--- config.mk ---
export PLATFORM = sky130hd
export DESIGN_NAME = scroll_engine_flat
export DESIGN_NICKNAME = d
export VERILOG_FILES = /design/src/rtl/scroll_engine_pkg.sv /design/src/rtl/scroll_engine_if.sv /design/src/rtl/scroll_cell_walker.sv /design/src/rtl/scroll_engine.sv /design/src/flat_wrapper.sv
export SDC_FILE = /design/constraint.sdc
export NUM_CORES = 1
export LEC_CHECK = 0
export ABC_AREA = 1
export ABC_CLOCK_PERIOD_IN_PS = 5200
export CAP_MARGIN = 10
export CORE_MARGIN = 2
export CORE_UTILIZATION = 30
export DETAILED_ROUTE_END_ITERATION = 7
export PLACE_DENSITY = 0.48
export SLEW_MARGIN = 20
export SYNTH_ARGS = -nofsm -noshare
export SYNTH_HDL_FRONTEND = slang
export SYNTH_HIERARCHICAL = 1
export SYNTH_SLANG_ARGS = --single-unit
export TNS_END_PERCENT = 100
--- constraint.sdc ---
create_clock -name clk -period 5.2 [get_ports clk]
set_input_delay 1.04 -clock clk [delete_from_list [all_inputs] [get_ports clk]]
set_output_delay 1.04 -clock clk [all_outputs]
set_load 0.03 [all_outputs]
--- src/rtl/scroll_engine_pkg.sv ---
// Shared types for the scroll engine: FSM states, request record and step normalisation.
package scroll_engine_pkg;

  localparam int unsigned ConsoleLines   = 50;
  localparam int unsigned ConsoleColumns = 80;
  localparam int unsigned ConsoleDataW   = 16;

  typedef enum logic [2:0] {
    StIdle,
    StCopy,
    StDrain,
    StBlank,
    StDone
  } scroll_state_e;

  // The blank cell is carried beside this record because its width is a module parameter.
  typedef struct packed {
    logic       dir;
    logic [7:0] step;
    logic [7:0] top;
    logic [7:0] bottom;
  } scroll_req_t;

  // step 0 means 1; a step larger than the region clamps to the region height.
  function automatic logic [7:0] norm_step(input scroll_req_t r);
    logic [7:0] s;
    logic [7:0] span;
    s    = (r.step == 8'd0) ? 8'd1 : r.step;
    span = r.bottom - r.top + 8'd1;
    return (s > span) ? span : s;
  endfunction

endpackage

--- src/rtl/scroll_engine_if.sv ---
// Request and text-RAM bundle between the cursor stage, the scroll engine and the RAM.
interface scroll_engine_if #(
  parameter int unsigned DATA_W = 16
);
  logic              scroll_valid;
  logic              scroll_dir;
  logic [7:0]        scroll_step;
  logic [7:0]        scroll_top;
  logic [7:0]        scroll_bottom;
  logic [DATA_W-1:0] blank_data;
  logic              rd_en;
  logic [7:0]        rd_row;
  logic [7:0]        rd_col;
  logic [DATA_W-1:0] rd_data;
  logic              wr_en;
  logic [7:0]        wr_row;
  logic [7:0]        wr_col;
  logic [DATA_W-1:0] wr_data;

  modport master (
    output scroll_valid, scroll_dir, scroll_step, scroll_top, scroll_bottom, blank_data, rd_data,
    input  rd_en, rd_row, rd_col, wr_en, wr_row, wr_col, wr_data
  );

  modport slave (
    input  scroll_valid, scroll_dir, scroll_step, scroll_top, scroll_bottom, blank_data, rd_data,
    output rd_en, rd_row, rd_col, wr_en, wr_row, wr_col, wr_data
  );
endinterface

--- src/rtl/scroll_cell_walker.sv ---
// Row/column walker: columns ascend and wrap, rows step up or down from a start row to an end row.
module scroll_cell_walker #(
  parameter int unsigned COLUMNS = 80
) (
  input  logic       clk,
  input  logic       rst_n,
  input  logic       load_i,
  input  logic       down_i,
  input  logic [7:0] start_i,
  input  logic [7:0] end_i,
  input  logic       adv_i,
  output logic [7:0] row_o,
  output logic [7:0] col_o,
  output logic       last_o
);
  localparam logic [7:0] ColMax = 8'(COLUMNS - 1);

  logic [7:0] row_q, row_d, col_q, col_d, end_q, end_d;
  logic       down_q, down_d;

  always_comb begin
    row_d  = row_q;
    col_d  = col_q;
    end_d  = end_q;
    down_d = down_q;
    if (load_i) begin
      row_d  = start_i;
      col_d  = 8'd0;
      end_d  = end_i;
      down_d = down_i;
    end else if (adv_i) begin
      if (col_q == ColMax) begin
        col_d = 8'd0;
        row_d = down_q ? row_q - 8'd1 : row_q + 8'd1;
      end else begin
        col_d = col_q + 8'd1;
      end
    end
  end

  always_ff @(posedge clk or negedge rst_n) begin
    if (!rst_n) begin
      row_q  <= '0;
      col_q  <= '0;
      end_q  <= '0;
      down_q <= 1'b0;
    end else begin
      row_q  <= row_d;
      col_q  <= col_d;
      end_q  <= end_d;
      down_q <= down_d;
    end
  end

  assign row_o  = row_q;
  assign col_o  = col_q;
  assign last_o = (row_q == end_q) && (col_q == ColMax);
endmodule

--- src/rtl/scroll_engine.sv ---
// Scroll engine: moves lines of the text RAM inside a region and blanks the vacated lines.
module scroll_engine
  import scroll_engine_pkg::*;
#(
  parameter int unsigned LINES   = ConsoleLines,
  parameter int unsigned COLUMNS = ConsoleColumns,
  parameter int unsigned DATA_W  = ConsoleDataW
) (
  input  logic            clk,
  input  logic            rst_n,
  scroll_engine_if.slave  bus_io,
  output logic            busy_o,
  output logic            done_o,
  output logic            overflow_o
);
  localparam logic [7:0] LinesB = 8'(LINES);

  scroll_state_e     state_q, state_d;
  scroll_req_t       req_q, req_d, pend_q, pend_d, in_req, start_req, nreq, rng;
  logic [DATA_W-1:0] blank_q, blank_d, pend_blank_q, pend_blank_d;
  logic              pend_valid_q, pend_valid_d, overflow_q, overflow_d;
  logic              cp_wr_q, cp_wr_d;
  logic [7:0]        cp_row_q, cp_row_d, cp_col_q, cp_col_d;
  logic              start_now, start_bad, rd_go, blank_wr;
  logic [7:0]        span, copy_start, copy_end, blank_start, blank_end, src_row;
  logic              w_load, w_down, w_adv, w_last;
  logic [7:0]        w_start, w_end, w_row, w_col;

  assign in_req = '{dir: bus_io.scroll_dir, step: bus_io.scroll_step,
                    top: bus_io.scroll_top, bottom: bus_io.scroll_bottom};

  // A pending request always wins over a new strobe; the strobe then refills the slot.
  assign start_now = (state_q == StIdle && (pend_valid_q || bus_io.scroll_valid)) ||
                     (state_q == StDone && pend_valid_q);
  assign start_req = pend_valid_q ? pend_q : in_req;
  assign start_bad = (start_req.top > start_req.bottom) || (start_req.bottom >= LinesB);

  always_comb begin
    nreq      = start_req;
    nreq.step = norm_step(start_req);
  end

  assign rng         = start_now ? nreq : req_q;
  assign span        = rng.bottom - rng.top + 8'd1;
  assign copy_start  = rng.dir ? rng.bottom : rng.top;
  assign copy_end    = rng.dir ? rng.top + rng.step : rng.bottom - rng.step;
  assign blank_start = rng.dir ? rng.top : rng.bottom - rng.step + 8'd1;
  assign blank_end   = rng.dir ? rng.top + rng.step - 8'd1 : rng.bottom;

  always_comb begin
    state_d      = state_q;
    req_d        = req_q;
    blank_d      = blank_q;
    pend_d       = pend_q;
    pend_blank_d = pend_blank_q;
    pend_valid_d = pend_valid_q;
    overflow_d   = overflow_q;
    cp_wr_d      = 1'b0;
    cp_row_d     = cp_row_q;
    cp_col_d     = cp_col_q;
    w_load       = 1'b0;
    w_down       = 1'b0;
    w_start      = blank_start;
    w_end        = blank_end;
    w_adv        = 1'b0;
    rd_go        = 1'b0;
    blank_wr     = 1'b0;
    done_o       = 1'b0;

    unique case (state_q)
      StCopy: begin
        rd_go    = 1'b1;
        w_adv    = 1'b1;
        cp_wr_d  = 1'b1;
        cp_row_d = w_row;
        cp_col_d = w_col;
        if (w_last) begin
          state_d = StDrain;
          w_load  = 1'b1;
        end
      end
      StDrain: state_d = StBlank;
      StBlank: begin
        blank_wr = 1'b1;
        w_adv    = 1'b1;
        if (w_last) state_d = StDone;
      end
      StDone: begin
        done_o  = 1'b1;
        state_d = StIdle;
      end
      default: ;
    endcase

    if (start_now) begin
      req_d   = nreq;
      blank_d = pend_valid_q ? pend_blank_q : bus_io.blank_data;
      if (pend_valid_q) pend_valid_d = 1'b0;
      if (start_bad) begin
        state_d = StDone;
      end else if (nreq.step == span) begin
        state_d = StDrain;
        w_load  = 1'b1;
      end else begin
        state_d = StCopy;
        w_load  = 1'b1;
        w_down  = nreq.dir;
        w_start = copy_start;
        w_end   = copy_end;
      end
    end

    if (bus_io.scroll_valid && !(start_now && !pend_valid_q)) begin
      if (!pend_valid_q || start_now) begin
        pend_d       = in_req;
        pend_blank_d = bus_io.blank_data;
        pend_valid_d = 1'b1;
      end else begin
        overflow_d = 1'b1;
      end
    end
  end

  always_ff @(posedge clk or negedge rst_n) begin
    if (!rst_n) begin
      state_q      <= StIdle;
      req_q        <= '0;
      blank_q      <= '0;
      pend_q       <= '0;
      pend_blank_q <= '0;
      pend_valid_q <= 1'b0;
      overflow_q   <= 1'b0;
      cp_wr_q      <= 1'b0;
      cp_row_q     <= '0;
      cp_col_q     <= '0;
    end else begin
      state_q      <= state_d;
      req_q        <= req_d;
      blank_q      <= blank_d;
      pend_q       <= pend_d;
      pend_blank_q <= pend_blank_d;
      pend_valid_q <= pend_valid_d;
      overflow_q   <= overflow_d;
      cp_wr_q      <= cp_wr_d;
      cp_row_q     <= cp_row_d;
      cp_col_q     <= cp_col_d;
    end
  end

  scroll_cell_walker #(
    .COLUMNS(COLUMNS)
  ) u_walker (
    .clk    (clk),
    .rst_n  (rst_n),
    .load_i (w_load),
    .down_i (w_down),
    .start_i(w_start),
    .end_i  (w_end),
    .adv_i  (w_adv),
    .row_o  (w_row),
    .col_o  (w_col),
    .last_o (w_last)
  );

  // Walker tracks the destination row; the source sits step rows away on the far side.
  assign src_row        = req_q.dir ? w_row - req_q.step : w_row + req_q.step;
  assign bus_io.rd_en   = rd_go;
  assign bus_io.rd_row  = rd_go ? src_row : 8'd0;
  assign bus_io.rd_col  = rd_go ? w_col : 8'd0;
  assign bus_io.wr_en   = cp_wr_q | blank_wr;
  assign bus_io.wr_row  = cp_wr_q ? cp_row_q : (blank_wr ? w_row : 8'd0);
  assign bus_io.wr_col  = cp_wr_q ? cp_col_q : (blank_wr ? w_col : 8'd0);
  assign bus_io.wr_data = cp_wr_q ? bus_io.rd_data : (blank_wr ? blank_q : '0);
  assign busy_o         = (state_q != StIdle) || pend_valid_q;
  assign overflow_o     = overflow_q;
endmodule

--- src/flat_wrapper.sv ---
// flat-port wrapper written by rule: the top's interface ports become plain ports
module scroll_engine_flat import scroll_engine_pkg::*;
#(
  parameter int unsigned LINES   = ConsoleLines,
  parameter int unsigned COLUMNS = ConsoleColumns,
  parameter int unsigned DATA_W  = ConsoleDataW
)
  (clk, rst_n, busy_o, done_o, overflow_o, bus_io_scroll_valid, bus_io_scroll_dir, bus_io_scroll_step, bus_io_scroll_top, bus_io_scroll_bottom, bus_io_blank_data, bus_io_rd_data, bus_io_rd_en, bus_io_rd_row, bus_io_rd_col, bus_io_wr_en, bus_io_wr_row, bus_io_wr_col, bus_io_wr_data);
  scroll_engine_if #(.DATA_W(DATA_W)) bus_io_i ();
  input  logic clk;
  input  logic rst_n;
  output logic busy_o;
  output logic done_o;
  output logic overflow_o;
  input wire logic [$bits(bus_io_i.scroll_valid)-1:0] bus_io_scroll_valid;
  input wire logic [$bits(bus_io_i.scroll_dir)-1:0] bus_io_scroll_dir;
  input wire logic [$bits(bus_io_i.scroll_step)-1:0] bus_io_scroll_step;
  input wire logic [$bits(bus_io_i.scroll_top)-1:0] bus_io_scroll_top;
  input wire logic [$bits(bus_io_i.scroll_bottom)-1:0] bus_io_scroll_bottom;
  input wire logic [$bits(bus_io_i.blank_data)-1:0] bus_io_blank_data;
  input wire logic [$bits(bus_io_i.rd_data)-1:0] bus_io_rd_data;
  output wire logic [$bits(bus_io_i.rd_en)-1:0] bus_io_rd_en;
  output wire logic [$bits(bus_io_i.rd_row)-1:0] bus_io_rd_row;
  output wire logic [$bits(bus_io_i.rd_col)-1:0] bus_io_rd_col;
  output wire logic [$bits(bus_io_i.wr_en)-1:0] bus_io_wr_en;
  output wire logic [$bits(bus_io_i.wr_row)-1:0] bus_io_wr_row;
  output wire logic [$bits(bus_io_i.wr_col)-1:0] bus_io_wr_col;
  output wire logic [$bits(bus_io_i.wr_data)-1:0] bus_io_wr_data;
  assign bus_io_i.scroll_valid = bus_io_scroll_valid;
  assign bus_io_i.scroll_dir = bus_io_scroll_dir;
  assign bus_io_i.scroll_step = bus_io_scroll_step;
  assign bus_io_i.scroll_top = bus_io_scroll_top;
  assign bus_io_i.scroll_bottom = bus_io_scroll_bottom;
  assign bus_io_i.blank_data = bus_io_blank_data;
  assign bus_io_i.rd_data = bus_io_rd_data;
  assign bus_io_rd_en = bus_io_i.rd_en;
  assign bus_io_rd_row = bus_io_i.rd_row;
  assign bus_io_rd_col = bus_io_i.rd_col;
  assign bus_io_wr_en = bus_io_i.wr_en;
  assign bus_io_wr_row = bus_io_i.wr_row;
  assign bus_io_wr_col = bus_io_i.wr_col;
  assign bus_io_wr_data = bus_io_i.wr_data;
  scroll_engine #(.LINES(LINES), .COLUMNS(COLUMNS), .DATA_W(DATA_W)) u_core (.clk(clk), .rst_n(rst_n), .bus_io(bus_io_i), .busy_o(busy_o), .done_o(done_o), .overflow_o(overflow_o));
endmodule
==> results.cfg, run 1 <==
[finish]
num_antenna_cells = 0
layout.nets = 1798
fillCellCount = 3407
drive_gt1_share_pct = 29.4
syn_to_final_growth_pct = 44.2
instances_no_fill = 2124

[synth]
yosysTopAreaCell = dfrtp_1
synthFlopType = dfrtp_1
syn_area_per_cell_sq_um = 7.36
synth_edf_count = 0
seq_area_frac_synth_pct = 32.0
synth.yosys.warnings = 6
synth_seq_cells = 129
synthArstFlopShare_pct = 100
synth.distinct_cells = 56
synth_nets = 1507
synthCells = 1372
syn_area_sq_mm = 0.0101
yosys.area.top_type_share_pct = 32.0
synthTopCellsByArea = dfrtp_1 (32%), nand2_1 (13%), ha_1 (8.7%)

[die]
fp.coreArea_sq_mm = 0.0334
initial_core_util_pct = 30.3
placementRows = 67
num_io_pins = 113
die_w_um = 187
fp.dieH_um = 187
die_area_sq_mm = 0.0351

[global_route]
antenna_found_initial = 0
grt_overflow = 0
grt_pass1_vias = 9698
grt_max_degree = 103
grt_first_pass_wirelength_mm = 52.3
track_usage_pct = 18.8

[clocking]
cts_root_buf = clkbuf_16
clock_path_buffers = 2
cts_tree = built
clkSinkCount = 129
clk_pin_slew_ns = 0.07
htreeDepth = 4
insertion_delay_ns = 0.44
cts_buffers = 17

[sta]
setup_viol = 6
period_share_pct = 102
slew-limit-headroom_pct = 33.5
worst_pin_slew_ns = 0.996
fmax_mhz = 189
fin_skew_ns = 0.0105
grt_setup_unrepaired = yes
hold_viol = 0
holdWs_ns = 0.480
setup_ws_ns = -0.0891
slew_violations = 0
min_period_ns = 5.29

[worst_setup_path]
critPathSlowestCell = dfrtp_2
worstSetupPathType = reg -> reg
crit_family = simple AND/OR/NAND/NOR gates
slowest_delay_ns = 0.46
cp.arrival_ns = 5.67
worst_setup_path_start_kind = flop
cp.buffers_inverters = 8
critPathMaxFanout = 6
cpMostUsedCell = nand2_1
cp-end-kind = flop
worstPathRequired_ns = 5.58

[pwr]
power_density_mw_per_mm2 = 240
peakVddDrop_uv = 221
leakagePower_nw = 7.07

[route]
wl_met2_mm = 15.3
avgRoutedWirePerCell_um = 15.2
top_layer = met4
drcViolationCount = 0
drt_pass1_iterations = 5
wl_met3_um = 998
drt_iter0_markers = 503
met1Wirelength_mm = 15.8
ant_nets = 0
vias = 9720
totalWireLength_mm = 32.4
viasPerCell = 4.58

[worst_hold_path]
hp-class = reg -> reg

[placed_design]
dp_slack_ns = -1.25
dp_hpwl_mm = 24.6
io_buffer_count = 112
gp_congestion = 0.838
dp_cells = 2054

[run]
maxCapViolCount = 0

[run_status]
status = complete, but fails checks
violations = setup timing
## Yosys cell counts, types with 3 or more instances
library cell,n
nand4_1,9
dfrtp_1,129
o21ai_0,117
nor2_2,6
a21oi_2,9
xnor2_1,14
xor2_1,31
or2_1,4
nand2_2,16
nand3_1,73
o211ai_1,22
nand3b_1,7
fa_1,5
buf_1,4
nand3_2,10
a31oi_1,3
o21bai_1,3
nand3_4,5
o31ai_1,16
a211oi_1,4
o21ai_2,12
inv_2,12
nor3_1,5
o21ai_1,23
buf_4,3
buf_2,5
clkbuf_1,34
inv_1,187
nand2_1,350
mux2_2,14
nand2_4,10
clkinv_1,3
or2_2,15
nor2_1,72
a21oi_1,42
and2_1,3
buf_6,3
ha_1,70
## through the flow
stage | TNS [ns] | utilization, % | total power (W) | instance area [sq um]
after CTS | -0.103 | 42.3 | 0.00341 | 14100
after detailed placement | -18.25 | 39.0 | 0.00206 | 13000
after floorplan | -1.55 | - | 0.00162 | 10300
after global routing | -4.35 | 43.6 | 0.00368 | 14600
final | -0.233 | 43.6 | 0.00349 | 14600
after global placement | -17.03 | 39.0 | 0.00205 | 13000
## worst paths after layout
check	start	end	slack, ns	cells past startpoint
max	u_core/pend_valid_q$_DFF_PN0_	u_core/u_walker/row_o[7]$_DFFE_PN0P_	-0.09	42
min	u_core/cp_row_q[7]$_DFFE_PN0P_	u_core/cp_row_q[7]$_DFFE_PN0P_	0.48	2
max reg2reg	u_core/pend_valid_q$_DFF_PN0_	u_core/u_walker/row_o[7]$_DFFE_PN0P_	-0.09	42
min reg2reg	u_core/cp_row_q[7]$_DFFE_PN0P_	u_core/cp_row_q[7]$_DFFE_PN0P_	0.48	2
max in group asynchronous	rst_n	u_core/req_q[19]$_DFF_PN0_	3.45	2
min in group asynchronous	rst_n	u_core/blank_q[10]$_DFFE_PN0N_	0.72	1
## power breakdown
part / internal [W] / switching (W)
Clock: 0.000690 / 0.000519
Sequential: 0.00104 / 0.0000179
Combinational: 0.000621 / 0.000603
Total: 0.00235 / 0.00114
## metal layers
metal / track usage (%) / vias up
li1: - / 5021
met1: 25.6 / 4531
met2: 31.4 / 150
met3: 2.65 / 18
met4: 4.69 / 0
met5: 0 / -
## registers in the layout (all words and copies together) (netlist names)
signal / count
u_core/pend_q: 25
u_core/req_q: 25
u_core/blank_q: 16
u_core/pend_blank_q: 16
u_core/cp_col_q: 8
u_core/cp_row_q: 8
u_core/u_walker/col_o: 8
u_core/u_walker/end_q: 8
u_core/u_walker/row_o: 8
u_core/state_q: 3
u_core/cp_wr_q: 1
u_core/overflow_o: 1
u_core/pend_valid_q: 1
u_core/u_walker/down_q: 1
## timing repair
item                       in CTS  in global routing
buffers inserted               23                 13
hold buffers                    0                  0
setup endpoints to repair      19                 19
resized for setup              93                 83
pin swaps                      56                 55
cloned                          1                  1
## cell type report
type	count	area, sq um	share of cell area (%)
Multi-Input combinational cell	991	6660	45.8
Sequential cell	129	3230	22.2
Timing Repair Buffer	321	2750	18.9
Inverter	203	774	5.32
Tap cell	448	561	3.85
Clock buffer	19	453	3.11
Clock inverter	13	128	0.877
## worst min-delay path: cells and delay by family (launching register included)
kind             cells  cell delay, ns
AND/OR/NAND/NOR      2            0.11
flip-flops           1            0.34
## kinds of logic after synthesis
family                   synth area share [%]
adder cells (fa/ha/maj)                  9.67
XOR/XNOR                                 3.90
AO/OA/AOI/OAI                            15.2
AND/OR/NAND/NOR                          27.8
buffers and inverters                    9.84
flip-flops                               32.0
multiplexers                             1.56
## cell usage in the layout, fill, tap and decap left out, drive strengths merged, types with 10 or more instances in the layout
| cell | instances |
|---|---|
| or2 | 19 |
| buf | 212 |
| ha | 70 |
| clkdlybuf4s50 | 98 |
| inv | 204 |
| o211ai | 22 |
| a21oi | 52 |
| mux2 | 14 |
| o31ai | 16 |
| nand3 | 88 |
| nand2 | 378 |
| nand4 | 10 |
| dfrtp | 129 |
| o21ai | 153 |
| clkbuf | 21 |
| xor2 | 31 |
| xnor2 | 14 |
| nor2 | 80 |
No activity file was read; power rests on OpenSTA's default activity.
==> run 2: changes to the inputs <==
--- a/config.mk
+++ b/config.mk
@@ -8,9 +8,11 @@
 export ABC_AREA = 1
 export ABC_CLOCK_PERIOD_IN_PS = 5200
 export CAP_MARGIN = 10
+export CORE_ASPECT_RATIO = 1.4
 export CORE_MARGIN = 2
 export CORE_UTILIZATION = 30
 export DETAILED_ROUTE_END_ITERATION = 7
+export GPL_ROUTABILITY_DRIVEN = 0
 export PLACE_DENSITY = 0.48
 export SLEW_MARGIN = 20
 export SYNTH_ARGS = -nofsm -noshare
==> run 2 against run 1 <==
Effect of this change: the flow still finishes with violations (setup timing); fmax shrank 1.7%; largest power group unchanged; routed wire length grew 2.7%; first-iteration DRC count fell by 14%; clock power about the same; worst setup slack got worse by 0.092 ns; final cell count rose by 0.66%; sequential cell count did not move; core utilization grew 0.27 points; global-route usage grew 0.35 points; register-to-register slack worse by 0.09 ns; critical endpoint unchanged; die area about the same; total power up 0.21%.
==> results.cfg, run 2 (same netlist as run 1, synthesis figures left out) <==
[clocking]
postCtsHoldBufs = 0
clock_path_buffers = 2
clk_pin_slew_ns = 0.06
cts_buffers = 17
clkSinkCount = 129
cts_root_buf = clkbuf_16
htreeDepth = 4
cts_tree = built
insertion_delay_ns = 0.45

[global_route]
grt_max_degree = 91
grt_first_pass_wirelength_mm = 53.1
track_usage_pct = 19.1
grt_overflow = 0
grt_pass1_vias = 10000
antenna_found_initial = 0

[die]
initial_core_util_pct = 30.4
fp.dieH_um = 221
placementRows = 79
die_w_um = 159
num_io_pins = 113
fp.coreArea_sq_mm = 0.0332
die_area_sq_mm = 0.0351

[pwr]
power_w = 0.00350
peakVddDrop_uv = 243
leakagePower_nw = 7.16
power_density_mw_per_mm2 = 240

[finish]
fillCellCount = 3399
layout_common_cells = nand2_1 (333), buf_4 (213), inv_1 (170)
multi_input_area_sq_mm = 0.00654
layout.nets = 1816
top_regs = u_core/pend_q: 25 flops, u_core/req_q: 25 flops
num_antenna_cells = 0
instances_no_fill = 2138
seq_area_sq_mm = 0.00323
drive_gt1_share_pct = 28.8
syn_to_final_growth_pct = 44.4
final_core_util_pct = 43.9
final_common_cell = nand2_1

[route]
drt_pass1_iterations = 5
vias = 9948
drcViolationCount = 0
ant_nets = 0
drt_iter0_markers = 431
viasPerCell = 4.65
totalWireLength_mm = 33.2
avgRoutedWirePerCell_um = 15.5

[worst_setup_path]
rr_worst_depth = 42
slowest_delay_ns = 0.42
critPathSlowestCell = dfrtp_2
worstSetupPathType = reg -> reg
reg2reg_to = u_core/u_walker/row_o[7]$_DFFE_PN0P_
worst_setup_path_start_kind = flop
critPathMaxFanout = 6
worstPathRequired_ns = 5.58
cp.buffers_inverters = 10
crit_cells = 42
cp.arrival_ns = 5.76
r2r_start = u_core/pend_valid_q$_DFF_PN0_
cp-end-kind = flop
r2r_slack_ns = -0.18
crit_family = simple AND/OR/NAND/NOR gates
cpMostUsedCell = nand2_1

[placed_design]
dp_hpwl_mm = 25.5
io_buffer_count = 112
dp_cells = 2053

[sta]
grt_setup_unrepaired = yes
slew-limit-headroom_pct = 37.9
slew_violations = 0
worst_pin_slew_ns = 0.931
fmax_mhz = 186
setup_ws_ns = -0.182
holdWs_ns = 0.479
period_share_pct = 103
hold_viol = 0
setup_viol = 11
min_period_ns = 5.38
fin_skew_ns = 0.0159

[run_status]
violations = setup timing
status = complete, but fails checks

[worst_hold_path]
hold_end = u_core/cp_row_q[2]$_DFFE_PN0P_
hp-class = reg -> reg
hp-start = u_core/cp_row_q[2]$_DFFE_PN0P_
worstHoldPathCells = 2

[run]
maxCapViolCount = 0
## run 2: routing by layer
metal,vias to the layer above,track usage [%],routed length [um]
li1,5046,-,-
met1,4691,21.2,13400
met2,159,36.7,18100
met3,52,2.42,740
met4,0,7.65,1020
met5,-,0,0
## run 2: power breakdown
part           switching, W  internal, W
combinational      0.000605     0.000655
clock              0.000505     0.000675
sequential        0.0000185      0.00104
total               0.00113      0.00237
## run 2: worst max-delay path by stage
| stage | end | startpoint | slack, ns |
|---|---|---|---|
| 6_report | u_core/u_walker/row_o[7]$_DFFE_PN0P_ | u_core/pend_valid_q$_DFF_PN0_ | -0.18 |
| 5_1_grt | u_core/u_walker/row_o[7]$_DFFE_PN0P_ | u_core/pend_valid_q$_DFF_PN0_ | -0.52 |
| 2_1_floorplan | u_core/u_walker/row_o[7]$_DFFE_PN0P_ | bus_io_scroll_top[1] | -0.22 |
| 3_3_place_gp | u_core/u_walker/row_o[7]$_DFFE_PN0P_ | bus_io_scroll_top[0] | -1.16 |
| 3_5_place_dp | u_core/u_walker/row_o[7]$_DFFE_PN0P_ | bus_io_scroll_top[0] | -1.17 |
| 4_1_cts | u_core/u_walker/row_o[7]$_DFFE_PN0P_ | u_core/pend_valid_q$_DFF_PN0_ | -0.13 |
## run 2: worst register-to-register path: cells and delay by family (launching register included)
family          cells  cell delay, ns
simple gates       22            2.04
fa+ha+maj           4            1.27
buf+inv            10            0.97
compound gates      5            0.46
flops               1            0.42
xor+xnor            1            0.15
## run 2: area by class of cell
class | instances | area share (%)
multi-input combinational | 991 | 44.9
sequential | 129 | 22.2
timing repair buffer | 339 | 19.9
inverter | 203 | 5.37
tap | 445 | 3.82
clock buffer | 18 | 3.01
clock inverter | 13 | 0.867
## run 2: stage by stage
| step | TNS (ns) | setup slack (ns) | instance area [sq um] |
|---|---|---|---|
| after floorplan | -1.55 | -0.224 | 10300 |
| after global placement | -15.19 | -1.16 | 13000 |
| after detailed placement | -15.64 | -1.17 | 13000 |
| after CTS | -0.241 | -0.133 | 14100 |
| after global routing | -5.49 | -0.517 | 14600 |
| final | -0.785 | -0.182 | 14600 |
## run 2: what timing repair did
item,4_1_cts,5_1_grt
gates cloned,1,1
resized for setup,71,85
endpoints found under the setup margin,17,18
buffers inserted,32,20
pin swaps,60,52
